`src/rtl/reg_ctrl_bank.sv`:
```
// Register bank written one EXT_W lane at a time from a debounced WR strobe,
// with a control register for auto-increment, clear-all and LED page select.
module reg_ctrl_bank #(
    parameter  int DATA_W = 32,
    parameter  int N_REGS = 4,
    parameter  int EXT_W  = 8,
    parameter  int SPI_W  = 4,
    parameter  int LED_W  = 16,
    localparam int ADDR_W = (N_REGS > 1) ? $clog2(N_REGS) : 1
) (
    input  logic              clk,
    input  logic              rst,
    input  logic              WR,
    input  logic              sel_mux,
    input  logic              sel_dmux,
    input  logic [ADDR_W-1:0] i_extC,
    input  logic [EXT_W-1:0]  i_extD,
    input  logic [SPI_W-1:0]  SPI,
    output logic [DATA_W-1:0] out,
    output logic [LED_W-1:0]  led,
    output logic              busy,
    output logic              done,
    output logic              err
);

    localparam int LANES     = DATA_W / EXT_W;
    localparam int LANE_W    = $clog2(LANES);
    localparam int PAGES     = DATA_W / LED_W;
    localparam int VIS_PAGES = (PAGES < 4) ? PAGES : 4;

    typedef enum logic [1:0] {
        ST_IDLE,
        ST_FILL,
        ST_COMMIT
    } state_t;

    state_t              r_state;
    state_t              w_state_next;
    logic                r_wr_meta;
    logic                r_wr_sync;
    logic                r_wr_prev;
    logic                w_req;
    logic [EXT_W-1:0]    w_src;
    // Only the functional ctrl field is kept; the spare bits have no readback path.
    logic [3:0]          r_ctrl;
    logic [DATA_W-1:0]   r_stage;
    logic [LANE_W-1:0]   r_ptr;
    logic [ADDR_W-1:0]   r_target;
    logic [ADDR_W-1:0]   r_wptr;
    logic [DATA_W-1:0]   r_regs [N_REGS];
    logic [DATA_W-1:0]   r_out;
    logic [DATA_W-1:0]   w_rd_next;
    logic                r_err;
    logic                w_ctrl_we;
    logic                w_lane_we;
    logic                w_commit;
    logic                w_drop;
    logic                w_clear;

    always_ff @(posedge clk or posedge rst) begin
        if (rst) begin
            r_wr_meta <= 1'b0;
            r_wr_sync <= 1'b0;
            r_wr_prev <= 1'b0;
        end else begin
            // NOTE: non-blocking assignments make each flop sample the old value of
            // its predecessor, which is what turns these three lines into a shift chain.
            r_wr_meta <= WR;
            r_wr_sync <= r_wr_meta;
            r_wr_prev <= r_wr_sync;
        end
    end

    assign w_req   = r_wr_sync & ~r_wr_prev;
    assign w_src   = sel_mux ? EXT_W'(SPI) : i_extD;
    assign w_clear = w_ctrl_we & w_src[1];

    always_ff @(posedge clk or posedge rst) begin
        if (rst) r_state <= ST_IDLE;
        else     r_state <= w_state_next;
    end

    always_comb begin
        // NOTE: every output of this block gets a default first, so no path through
        // the case statement can leave one unassigned and infer a latch.
        w_state_next = r_state;
        w_ctrl_we    = 1'b0;
        w_lane_we    = 1'b0;
        w_commit     = 1'b0;
        w_drop       = 1'b0;
        case (r_state)
            ST_IDLE: begin
                if (w_req && !sel_dmux) begin
                    w_ctrl_we = 1'b1;
                end else if (w_req) begin
                    w_lane_we    = 1'b1;
                    w_state_next = ST_FILL;
                end
            end
            ST_FILL: begin
                if (w_req && !sel_dmux) begin
                    w_ctrl_we    = 1'b1;
                    w_state_next = ST_IDLE;
                end else if (w_req) begin
                    w_lane_we = 1'b1;
                    if (r_ptr == LANE_W'(LANES - 1)) w_state_next = ST_COMMIT;
                end
            end
            ST_COMMIT: begin
                w_commit     = 1'b1;
                w_drop       = w_req;
                w_state_next = ST_IDLE;
            end
            default: w_state_next = ST_IDLE;
        endcase
    end

    always_ff @(posedge clk or posedge rst) begin
        if (rst) begin
            r_ctrl   <= '0;
            r_stage  <= '0;
            r_ptr    <= '0;
            r_target <= '0;
            r_wptr   <= '0;
            r_err    <= 1'b0;
            // NOTE: the data array is cleared by reset because its contents are
            // architecturally visible on out right after reset is released.
            for (int i = 0; i < N_REGS; i++) r_regs[i] <= '0;
        end else begin
            if (w_ctrl_we) begin
                r_ctrl  <= w_src[3:0] & 4'b1101;
                r_stage <= '0;
                r_ptr   <= '0;
            end
            if (w_clear) begin
                for (int i = 0; i < N_REGS; i++) r_regs[i] <= '0;
            end
            if (w_lane_we) begin
                for (int l = 0; l < LANES; l++) begin
                    if (r_ptr == LANE_W'(l)) r_stage[l*EXT_W +: EXT_W] <= w_src;
                end
                r_ptr <= r_ptr + LANE_W'(1);
                if (r_state == ST_IDLE) r_target <= r_ctrl[0] ? r_wptr : i_extC;
            end
            if (w_commit) begin
                for (int i = 0; i < N_REGS; i++) begin
                    if (r_target == ADDR_W'(i)) r_regs[i] <= r_stage;
                end
                r_stage <= '0;
                r_ptr   <= '0;
                if (r_ctrl[0]) begin
                    r_wptr <= (r_wptr == ADDR_W'(N_REGS - 1)) ? '0 : r_wptr + ADDR_W'(1);
                end
            end
            if (w_drop) r_err <= 1'b1;
        end
    end

    // Read port forwards this cycle's register update so out tracks the array with no extra lag.
    always_comb begin
        w_rd_next = '0;
        for (int i = 0; i < N_REGS; i++) begin
            if (i_extC == ADDR_W'(i)) begin
                if (w_clear)                                  w_rd_next = '0;
                else if (w_commit && r_target == ADDR_W'(i)) w_rd_next = r_stage;
                else                                          w_rd_next = r_regs[i];
            end
        end
    end

    always_ff @(posedge clk or posedge rst) begin
        if (rst) r_out <= '0;
        else     r_out <= w_rd_next;
    end

    always_comb begin
        led = '0;
        for (int p = 0; p < VIS_PAGES; p++) begin
            if (r_ctrl[3:2] == 2'(p)) led = r_out[p*LED_W +: LED_W];
        end
    end

    assign out  = r_out;
    assign busy = (r_state != ST_IDLE);
    assign done = (r_state == ST_COMMIT);
    assign err  = r_err;

endmodule
```
`config.mk`:
```
export PLATFORM = sky130hd
export DESIGN_NAME = reg_ctrl_bank
export DESIGN_NICKNAME = d
export VERILOG_FILES = /design/src/rtl/reg_ctrl_bank.sv
export SDC_FILE = /design/constraint.sdc
export NUM_CORES = 1
export LEC_CHECK = 0
export ABC_CLOCK_PERIOD_IN_PS = 12400
export BUFFER_PORTS_ARGS = -buffer_cell sky130_fd_sc_hd__buf_2
export CAP_MARGIN = 20
export CORE_MARGIN = 1.5
export CORE_UTILIZATION = 65
export DETAILED_ROUTE_END_ITERATION = 10
export GPL_TIMING_DRIVEN = 1
export PLACE_DENSITY_LB_ADDON = 0.25
export REMOVE_ABC_BUFFERS = 1
export SLEW_MARGIN = 15
export SYNTH_ARGS = -nofsm -noshare
export SYNTH_HDL_FRONTEND = slang
export SYNTH_SLANG_ARGS = --single-unit
```
`constraint.sdc`:
```
create_clock -name clk -period 12.4 [get_ports clk]
set_clock_uncertainty 0.1 [all_clocks]
set_input_delay 1.86 -clock clk [delete_from_list [all_inputs] [get_ports clk]]
set_output_delay 1.86 -clock clk [all_outputs]
set_load 0.01 [all_outputs]
```
==> results.sh, run 1 <==
export IMPL_cts_hold_repair_buffers=0
export IMPL_worstSkewPairLatency_ns=0.50
export IMPL_worst_slack_ns=7.46
export IMPL_areaGrowthSynthToFinish_pct=11.3
export IMPL_ctsHtreeMaxLevel=1
export IMPL_max_cap_viol_count=0
export IMPL_yosys_top_cell_area_share_pct=55.6
export IMPL_avgSynthCellArea_um2=10.8
export IMPL_leakage_uw=0.00488
export IMPL_worstMarginPinSlew_ns=1.16
export IMPL_syn_inst=866
export IMPL_num_antenna_cells=0
export IMPL_final_nets=923
export IMPL_worst_r2r_path_depth=5
export IMPL_register_area_um2=5180
export IMPL_drt_wl_total_mm=22.9
export IMPL_drt_pass1_iterations=5
export IMPL_power_ir_vdd_worst_mv=0.156
export IMPL_floorplan_rows=43
export IMPL_start_util_pct=66.8
export IMPL_synth_enable_flop_cells=0
export IMPL_crit_required_ns=12.69
export IMPL_min_path_type="register to register"
export IMPL_ys_warn_count=0
export IMPL_number_of_antenna_violations_at_the_first_check_in_global_routing=0
export IMPL_cts_resized=0
export IMPL_grt_max_degree=144
export IMPL_synth_yosys_seq_area_share_pct=55.6
export IMPL_grt_util_all_layers_pct=31.5
export IMPL_top_level_ports=70
export IMPL_power_density_over_the_cells_nw_per_um2=157
export IMPL_numPlacedInstances=1055
export IMPL_avgViaCountPerCell=6.39
export IMPL_worstSetupStartpointType="primary input"
export IMPL_total_negative_setup_slack_ns=0
export IMPL_timing_fmax_ghz=0.203
export IMPL_ys_dominant_reg_cell="dfrtp_1"
export IMPL_die_x_um=123
export IMPL_post_drt_wl_per_cell_um=20.9
export IMPL_tritoncts_num_sinks=207
export IMPL_post_layout_nonfiller_instances=1093
export IMPL_fp_dieH_um=123
export IMPL_crit_path_max_fanout=108
export IMPL_multi_input_comb_area_um2=3780
export IMPL_nFillCells=947
export IMPL_post_route_cells_drive_above_1_share_pct=14.0
export IMPL_synth_async_reset_ratio_pct=100
export IMPL_final_hold_violation_count=0
export IMPL_clockBufferDepth=3
export IMPL_clock_tree_root_cell="clkbuf_16"
export IMPL_cts_tree="built"
export IMPL_place_detailed_hpwl_mm=12.9
export IMPL_grt_overflow_total=0
export IMPL_gpl_final_weighted_congestion=0.832
export IMPL_clk_transition_reported_paths_ns=0.06
export IMPL_drt_antenna_net_count=0
export IMPL_syn_cell_area_um2=9310
export IMPL_dpl_cell_area_um2=9630
export IMPL_dp_slack_ns=7.04
export IMPL_timing_max_transition_violations_final=0
export IMPL_vias=6989
export IMPL_grt_pass1_wl_mm=36.8
export IMPL_drt_first_iter_violations=751
export IMPL_worst_endpoint_arrival_ns=5.23
export IMPL_setup_repair_after_global_routing_missed_its_margin="no"
export IMPL_post_route_cell_area_um2=10400
export IMPL_finalCriticalPeriod_ns=4.94
export IMPL_design_core_area_um2=13900
export IMPL_end_kind="register"
export IMPL_synth_ff_latch_count=207
export IMPL_worstHoldPathCells=0
export IMPL_first_global_vias=7059
export IMPL_dominant_cells_by_area_after_synthesis="dfrtp_1, mux2i_1, nor2_1, nand2_1, a22o_1"
export IMPL_die_area_um2=15100
export IMPL_io_buffers=69
export IMPL_ys_types=35
export IMPL_setup_violations_final=0
export IMPL_cts_buffers=22
export IMPL_timing_hold_ws_ns=0.264
export IMPL_status="complete, no violations"
export IMPL_timing_final_crit_share_pct=39.8
export IMPL_cts_setup_buffers=0
export IMPL_detail_route_drc_violations=0
export IMPL_slew_limit_headroom_pct=22.7
export IMPL_worst_setup_path_type="primary input to register"
export IMPL_synth_top_area_cell="dfrtp_1"
-- path summary, 6_finish.rpt --
kind | start | endpoint | slack, ns
setup / recovery | sel_dmux | r_regs[24] | 7.46
hold / removal | r_wr_meta | r_wr_sync | 0.26
setup reg to reg | r_state[1] | r_regs[24] | 8.32
hold reg to reg | r_wr_meta | r_wr_sync | 0.26
max in group asynchronous | rst | r_regs[122] | 9.33
min in group asynchronous | rst | r_regs[97] | 1.44
-- through the flow --
step | total power (µW) | utilization [%]
6_report | 1630 | 74.3
5_1_grt | 1690 | 74.3
3_5_place_dp | 978 | 69.1
4_1_cts | 1630 | 74.3
2_1_floorplan | 900 | -
3_3_place_gp | 965 | 69.1
-- cell usage after synthesis (2+ instances only) --
master      n
buf_4      15
a21o_1      2
nor2b_1     9
o21ai_0     5
a22o_1     22
nand2_1    83
nor2_1    146
buf_6       4
a21oi_1    36
ha_1        5
a221o_1    19
and3_1     15
clkbuf_1   35
a32o_1     10
dfrtp_1   207
nand2b_1   18
and4bb_1    2
buf_2      17
a31oi_1    14
o211ai_1   10
nand3_1    35
and2_1      5
a22oi_1    14
mux2i_1   125
inv_1       3
-- power by group --
group          leakage, µW  switching [µW]  total [µW]  internal, µW
clock network     0.000361             262         662           399
logic              0.00173             115         193          78.0
registers          0.00279            47.1         777           730
total              0.00488             424        1630          1210
-- per-layer routing --
| metal | vias to the layer above | wire (µm) | global-route usage, % |
|---|---|---|---|
| li1 | 3084 | - | - |
| met1 | 3555 | 9570 | 43.6 |
| met2 | 308 | 11300 | 51.4 |
| met3 | 42 | 1560 | 5.34 |
| met4 | 0 | 480 | 10.1 |
| met5 | - | 0 | 0 |
-- critical path, cell delays in order --
cell    delay (ns)
buf_2         0.13
or4b_4        0.77
nor2_4        0.64
buf_4         0.90
nor2_1        0.49
a22o_1        0.32
-- sequential cells by signal, indices dropped and copies added (netlist names) --
| signal | cells |
|---|---|
| r_regs | 128 |
| out | 32 |
| r_stage | 32 |
| r_ctrl | 3 |
| r_ptr | 2 |
| r_state | 2 |
| r_target | 2 |
| r_wptr | 2 |
| err | 1 |
| r_wr_meta | 1 |
| r_wr_prev | 1 |
| r_wr_sync | 1 |
-- layout make-up --
class | count | share of cell area (%)
Multi-Input combinational cell | 585 | 36.5
Timing Repair Buffer | 80 | 4.13
Tap cell | 180 | 2.17
Inverter | 3 | 0.181
Clock buffer | 31 | 6.14
Clock inverter | 7 | 0.882
Sequential cell | 207 | 50.0
-- placed cells by master, fill, tap and decap left out, drive strengths merged --
cell / netlist / final
nor2b: 9 / 9
and2: 5 / 5
dfrtp: 207 / 207
a21o: 2 / 2
nor4bb: 1 / 1
a21oi: 36 / 36
nand2: 83 / 83
bufinv: 0 / 2
and4bb: 2 / 2
and4b: 1 / 1
o211ai: 10 / 10
clkinv: 0 / 4
mux2: 1 / 1
a22o: 22 / 22
ha: 5 / 5
and3: 15 / 15
inv: 3 / 4
nand4b: 1 / 1
mux2i: 126 / 126
nor2: 146 / 146
buf: 36 / 80
a221o: 19 / 19
nand3: 35 / 35
a31oi: 14 / 14
o21ai: 6 / 6
or4b: 1 / 1
or2: 1 / 1
nor3: 1 / 1
a22oi: 14 / 14
nor4b: 1 / 1
clkbuf: 35 / 31
nand2b: 18 / 18
a32o: 10 / 10
-- kinds of logic after synthesis --
logic type                 count (synthesis)  synth area share [%]
and+or+nand+nor                          320                  15.4
DFF                                      207                  55.6
buffers and inverters                     74                  4.14
adders and majority gates                  5                 0.672
muxes                                    127                  13.7
AOI/OAI and AO/OA                        133                  10.5
Note: power is estimated with default switching activity, not from simulation.
==> run 2, diff against run 1 <==
--- a/config.mk
+++ b/config.mk
@@ -5,11 +5,11 @@
 export SDC_FILE = /design/constraint.sdc
 export NUM_CORES = 1
 export LEC_CHECK = 0
-export ABC_CLOCK_PERIOD_IN_PS = 12400
+export ABC_CLOCK_PERIOD_IN_PS = 4350
 export BUFFER_PORTS_ARGS = -buffer_cell sky130_fd_sc_hd__buf_2
 export CAP_MARGIN = 20
 export CORE_MARGIN = 1.5
-export CORE_UTILIZATION = 65
+export CORE_UTILIZATION = 54
 export DETAILED_ROUTE_END_ITERATION = 10
 export GPL_TIMING_DRIVEN = 1
 export PLACE_DENSITY_LB_ADDON = 0.25
==> constraint.sdc (replaced) <==
create_clock -name clk -period 4.35 [get_ports clk]
set_clock_uncertainty 0.1 [all_clocks]
set_input_delay 0.6525 -clock clk [delete_from_list [all_inputs] [get_ports clk]]
set_output_delay 0.6525 -clock clk [all_outputs]
set_load 0.01 [all_outputs]
==> results.sh, run 2 (synthesized netlist as in run 1, its figures left out) <==
export IMPL_worstSetupStartpointType="register"
export IMPL_floorplan_rows=47
export IMPL_worstHoldStart="WR"
export IMPL_start_util_pct=55.8
export IMPL_worst_slack_ns=1.35
export IMPL_power_density_over_the_cells_nw_per_um2=459
export IMPL_clockBufferDepth=3
export IMPL_timing_fmax_ghz=0.333
export IMPL_dp_slack_ns=1.54
export IMPL_leakage_uw=0.00495
export IMPL_fp_dieH_um=134
export IMPL_areaGrowthSynthToFinish_pct=13.3
export IMPL_detail_route_drc_violations=0
export IMPL_design_core_area_um2=16700
export IMPL_dpl_cell_area_um2=9720
export IMPL_cts_resized=0
export IMPL_io_buffers=69
export IMPL_status="complete, no violations"
export IMPL_cts_tree="built"
export IMPL_drt_first_iter_violations=620
export IMPL_min_path_type="primary input to register"
export IMPL_grt_max_degree=138
export IMPL_avgViaCountPerCell=5.90
export IMPL_grt_util_all_layers_pct=25.1
export IMPL_post_route_cells_drive_above_1_share_pct=15.0
export IMPL_finalCriticalPeriod_ns=3.00
export IMPL_post_drt_wl_per_cell_um=19.4
export IMPL_most_common_layout_cells="dfrtp_1, nor2_1, mux2i_1"
export IMPL_worst_endpoint_arrival_ns=2.25
export IMPL_clock_tree_root_cell="clkbuf_16"
export IMPL_tritoncts_num_sinks=207
export IMPL_slew_limit_headroom_pct=28.4
export IMPL_die_x_um=134
export IMPL_worst_setup_path_type="register to output port"
export IMPL_ctsHtreeMaxLevel=1
export IMPL_num_antenna_cells=0
export IMPL_number_of_antenna_violations_at_the_first_check_in_global_routing=0
export IMPL_vias=6720
export IMPL_place_detailed_hpwl_mm=13.1
export IMPL_end_kind="output port"
export IMPL_timing_max_transition_violations_final=0
export IMPL_first_global_vias=6408
export IMPL_post_route_cell_area_um2=10600
export IMPL_setup_repair_after_global_routing_missed_its_margin="no"
export IMPL_mostFrequentLayoutCell="dfrtp_1"
export IMPL_cts_hold_repair_buffers=0
export IMPL_die_area_um2=18000
export IMPL_setup_violations_final=0
export IMPL_final_nets=927
export IMPL_drt_wl_total_mm=22.1
export IMPL_max_cap_viol_count=0
export IMPL_clk_transition_reported_paths_ns=0.07
export IMPL_number_of_flip_flops_in_the_largest_register=128
export IMPL_drt_pass1_iterations=5
export IMPL_timing_final_crit_share_pct=69.0
export IMPL_crit_required_ns=3.60
export IMPL_reg2reg_from="r_state[1]"
export IMPL_worstSkewPairLatency_ns=0.50
export IMPL_gpl_final_weighted_congestion=0.756
export IMPL_crit_path_max_fanout=11
export IMPL_largest_register="r_regs"
export IMPL_power_ir_vdd_worst_mv=0.280
export IMPL_cts_setup_buffers=0
export IMPL_grt_overflow_total=0
export IMPL_worstMarginPinSlew_ns=1.07
export IMPL_cts_buffers=22
export IMPL_top_level_ports=70
export IMPL_drt_antenna_net_count=0
export IMPL_power_uw=4840
export IMPL_grt_pass1_wl_mm=35.6
export IMPL_final_hold_violation_count=0
export IMPL_crit_start="r_ctrl[2]"
## run 2: stage by stage
| stage | utilization (%) | setup TNS, ns | std cells | hold slack [ns] |
|---|---|---|---|---|
| floorplan | - | -706.73 | 795 | 0.231 |
| global placement | 58.2 | 0 | 1099 | 0.234 |
| detailed placement | 58.2 | 0 | 1099 | 0.239 |
| CTS | 63.2 | 0 | 1139 | 0.142 |
| global route | 63.2 | 0 | 1139 | 0.147 |
| finish | 63.2 | 0 | 1139 | 0.154 |
## run 2: area by class of cell
| class | count | area, µm² |
|---|---|---|
| inverter | 3 | 18.8 |
| multi-input combinational | 585 | 3770 |
| clock inverter | 10 | 168 |
| clock buffer | 30 | 662 |
| sequential | 207 | 5180 |
| timing repair buffer | 84 | 483 |
| fill | 1369 | 6150 |
| tap | 220 | 275 |
## run 2: worst paths after layout
| kind | slack (ns) | cells after the start | endpoint |
|---|---|---|---|
| worst max register to register | 1.66 | 5 | out[11] |
| max in group asynchronous | 3.04 | 3 | r_regs[90] |
| min in group asynchronous | 0.19 | 2 | r_regs[1] |
| worst max-delay path | 1.35 | 4 | led[15] |
| worst min register to register | 0.25 | 0 | r_wr_sync |
| worst min-delay path | 0.15 | 1 | r_wr_meta |
## run 2: where the power goes
part,internal [µW],switching (µW),leakage [µW],total (µW)
sequential,2080,150,0.00279,2230
clock,1310,777,0.000407,2090
combinational,224,298,0.00175,522
total,3610,1230,0.00495,4840
## run 2: layer usage
metal / track usage [%] / wire length [µm]
met5: 0 / 0
met4: 5.56 / 447
met3: 3.10 / 1060
met2: 39.9 / 10400
met1: 37.1 / 10200
## run 2: critical path: stages (launching register included)
cell and delay (ns):
dfrtp_1 0.95, buf_4 0.33, mux2i_1 0.24, nor2_1 0.05
buf_2 0.17
==> run 3, diff against run 2 <==
--- a/config.mk
+++ b/config.mk
@@ -5,7 +5,7 @@
 export SDC_FILE = /design/constraint.sdc
 export NUM_CORES = 1
 export LEC_CHECK = 0
-export ABC_CLOCK_PERIOD_IN_PS = 4350
+export ABC_CLOCK_PERIOD_IN_PS = 2710
 export BUFFER_PORTS_ARGS = -buffer_cell sky130_fd_sc_hd__buf_2
 export CAP_MARGIN = 20
 export CORE_MARGIN = 1.5
==> constraint.sdc (replaced) <==
create_clock -name clk -period 2.71 [get_ports clk]
set_clock_uncertainty 0.1 [all_clocks]
set_input_delay 0.4065 -clock clk [delete_from_list [all_inputs] [get_ports clk]]
set_output_delay 0.4065 -clock clk [all_outputs]
set_load 0.01 [all_outputs]
==> results.sh, run 3 (synthesized netlist as in run 1, its figures left out) <==
export IMPL_power_ir_vdd_worst_mv=0.458
export IMPL_leakage_uw=0.00495
export IMPL_total_negative_setup_slack_ns=0
export IMPL_worstSkewPairLatency_ns=0.50
export IMPL_clk_transition_reported_paths_ns=0.06
export IMPL_tritoncts_num_sinks=207
export IMPL_max_cap_viol_count=0
export IMPL_clock_tree_root_cell="clkbuf_16"
export IMPL_whs_endpoint="r_state[0]"
export IMPL_worst_setup_path_type="register to register"
export IMPL_vias=6734
export IMPL_post_drt_wl_per_cell_um=19.4
export IMPL_status="complete, no violations"
export IMPL_worstMarginPinSlew_ns=0.961
export IMPL_grt_overflow_total=0
export IMPL_grt_max_degree=138
export IMPL_final_hold_violation_count=0
export IMPL_cts_tree="built"
export IMPL_detail_route_drc_violations=0
export IMPL_r2r_end="out[11]"
export IMPL_worstSetupStartpointType="register"
export IMPL_die_x_um=134
export IMPL_setup_repair_after_global_routing_missed_its_margin="no"
export IMPL_worst_endpoint_arrival_ns=2.66
export IMPL_drt_pass1_iterations=7
export IMPL_number_of_flip_flops_in_the_largest_register=128
export IMPL_fp_dieH_um=134
export IMPL_most_common_layout_cells="dfrtp_1, nor2_1, mux2i_1"
export IMPL_nFillCells=1374
export IMPL_timing_final_crit_share_pct=87.3
export IMPL_reg2reg_slack_ns=0.34
export IMPL_dpl_cell_area_um2=9820
export IMPL_areaGrowthSynthToFinish_pct=13.2
export IMPL_start_util_pct=55.8
export IMPL_num_antenna_cells=0
export IMPL_cts_buffers=22
export IMPL_min_path_type="primary input to register"
export IMPL_worst_r2r_path_depth=5
export IMPL_timing_max_transition_violations_final=0
export IMPL_drt_antenna_net_count=0
export IMPL_power_density_over_the_cells_nw_per_um2=692
export IMPL_setup_violations_final=0
export IMPL_gpl_final_weighted_congestion=0.787
export IMPL_number_of_antenna_violations_at_the_first_check_in_global_routing=0
export IMPL_die_area_um2=18000
export IMPL_drt_wl_total_mm=22.3
export IMPL_clockBufferDepth=3
export IMPL_post_route_cells_drive_above_1_share_pct=15.1
export IMPL_post_route_cell_area_um2=10500
export IMPL_crit_required_ns=3.00
export IMPL_drt_first_iter_violations=440
export IMPL_worstHoldPathCells=3
export IMPL_reg2reg_from="r_state[1]"
export IMPL_dp_slack_ns=0.391
export IMPL_cts_setup_buffers=0
export IMPL_slew_limit_headroom_pct=35.9
export IMPL_place_detailed_hpwl_mm=12.7
export IMPL_worst_slack_ns=0.345
export IMPL_cts_resized=0
export IMPL_grt_pass1_wl_mm=36.0
export IMPL_layout_core_utilization_pct=63.1
export IMPL_ctsHtreeMaxLevel=1
export IMPL_grt_util_all_layers_pct=25.6
export IMPL_floorplan_rows=47
export IMPL_crit_path_max_fanout=137
export IMPL_largest_register="r_regs"
export IMPL_worstHoldStart="sel_dmux"
export IMPL_top_level_ports=70
export IMPL_finalCriticalPeriod_ns=2.37
export IMPL_avgViaCountPerCell=5.86
export IMPL_design_core_area_um2=16700
export IMPL_end_kind="register"
export IMPL_mostFrequentLayoutCell="dfrtp_1"
export IMPL_final_nets=938
export IMPL_timing_fmax_ghz=0.423
export IMPL_power_uw=7300
export IMPL_first_global_vias=6656
export IMPL_io_buffers=69
## run 3: changes by cell type in the layout (fill, tap and decap cells not counted), moves of 2 or more
cell and delta:
buf_4 +6, clkbuf_1 +5, bufinv_16 -4, buf_12 +3
clkinv_2 +2, dlygate4sd3_1 +2
## run 3: metrics by stage
step / hold WS (ns) / std cells
5_1_grt: 0.160 / 1149
6_report: 0.121 / 1149
3_3_place_gp: 0.237 / 1107
4_1_cts: 0.111 / 1148
3_5_place_dp: 0.254 / 1107
2_1_floorplan: 0.231 / 795
## run 3: metal layers
| layer | part of all wire [%] | track usage, % | routed length (µm) |
|---|---|---|---|
| met3 | 4.7 | 2.61 | 1040 |
| met4 | 2.1 | 7.65 | 465 |
| met5 | 0 | 0 | 0 |
| met2 | 48 | 41.3 | 10800 |
| met1 | 45 | 37.0 | 10000 |
## run 3: critical path, stage by stage, from the launching register on
cell and delay (ns):
dfrtp_1 0.51, or4b_4 0.64, nor2_4 0.16, buf_12 0.39, a31oi_1 0.07, and3_1 0.19
## run 3: how the worst max path moves through the flow
stage / from / endpoint / slack [ns] / cells past startpoint
after floorplan: r_state[1] / r_regs[0] / -4.48 / 4
after global placement: r_state[1] / out[0] / 0.43 / 5
after detailed placement: sel_mux / r_regs[17] / 0.39 / 5
after CTS: r_ctrl[3] / led[5] / 0.34 / 2
after global routing: r_state[1] / out[0] / 0.25 / 5
final: r_state[1] / out[11] / 0.34 / 5
## run 3: report_power, final
| group | internal (µW) | switching, µW |
|---|---|---|
| logic | 370 | 506 |
| registers | 3340 | 209 |
| clock network | 1690 | 1180 |
| total | 5400 | 1900 |
## run 3: layout make-up
class	instances	area (µm²)	share of cell area, %
tap	220	275	2.61
clock buffer	34	667	6.33
timing repair buffer	95	608	5.77
sequential	207	5180	49.2
inverter	3	18.8	0.178
clock inverter	5	25.0	0.237
multi-input combinational	585	3760	35.7
## run 3: what timing repair did
item | 4_1_cts | 5_1_grt
endpoints found under the setup margin | 0 | 0
hold buffers | 2 | 0
endpoints found under the hold margin | 81 | 0
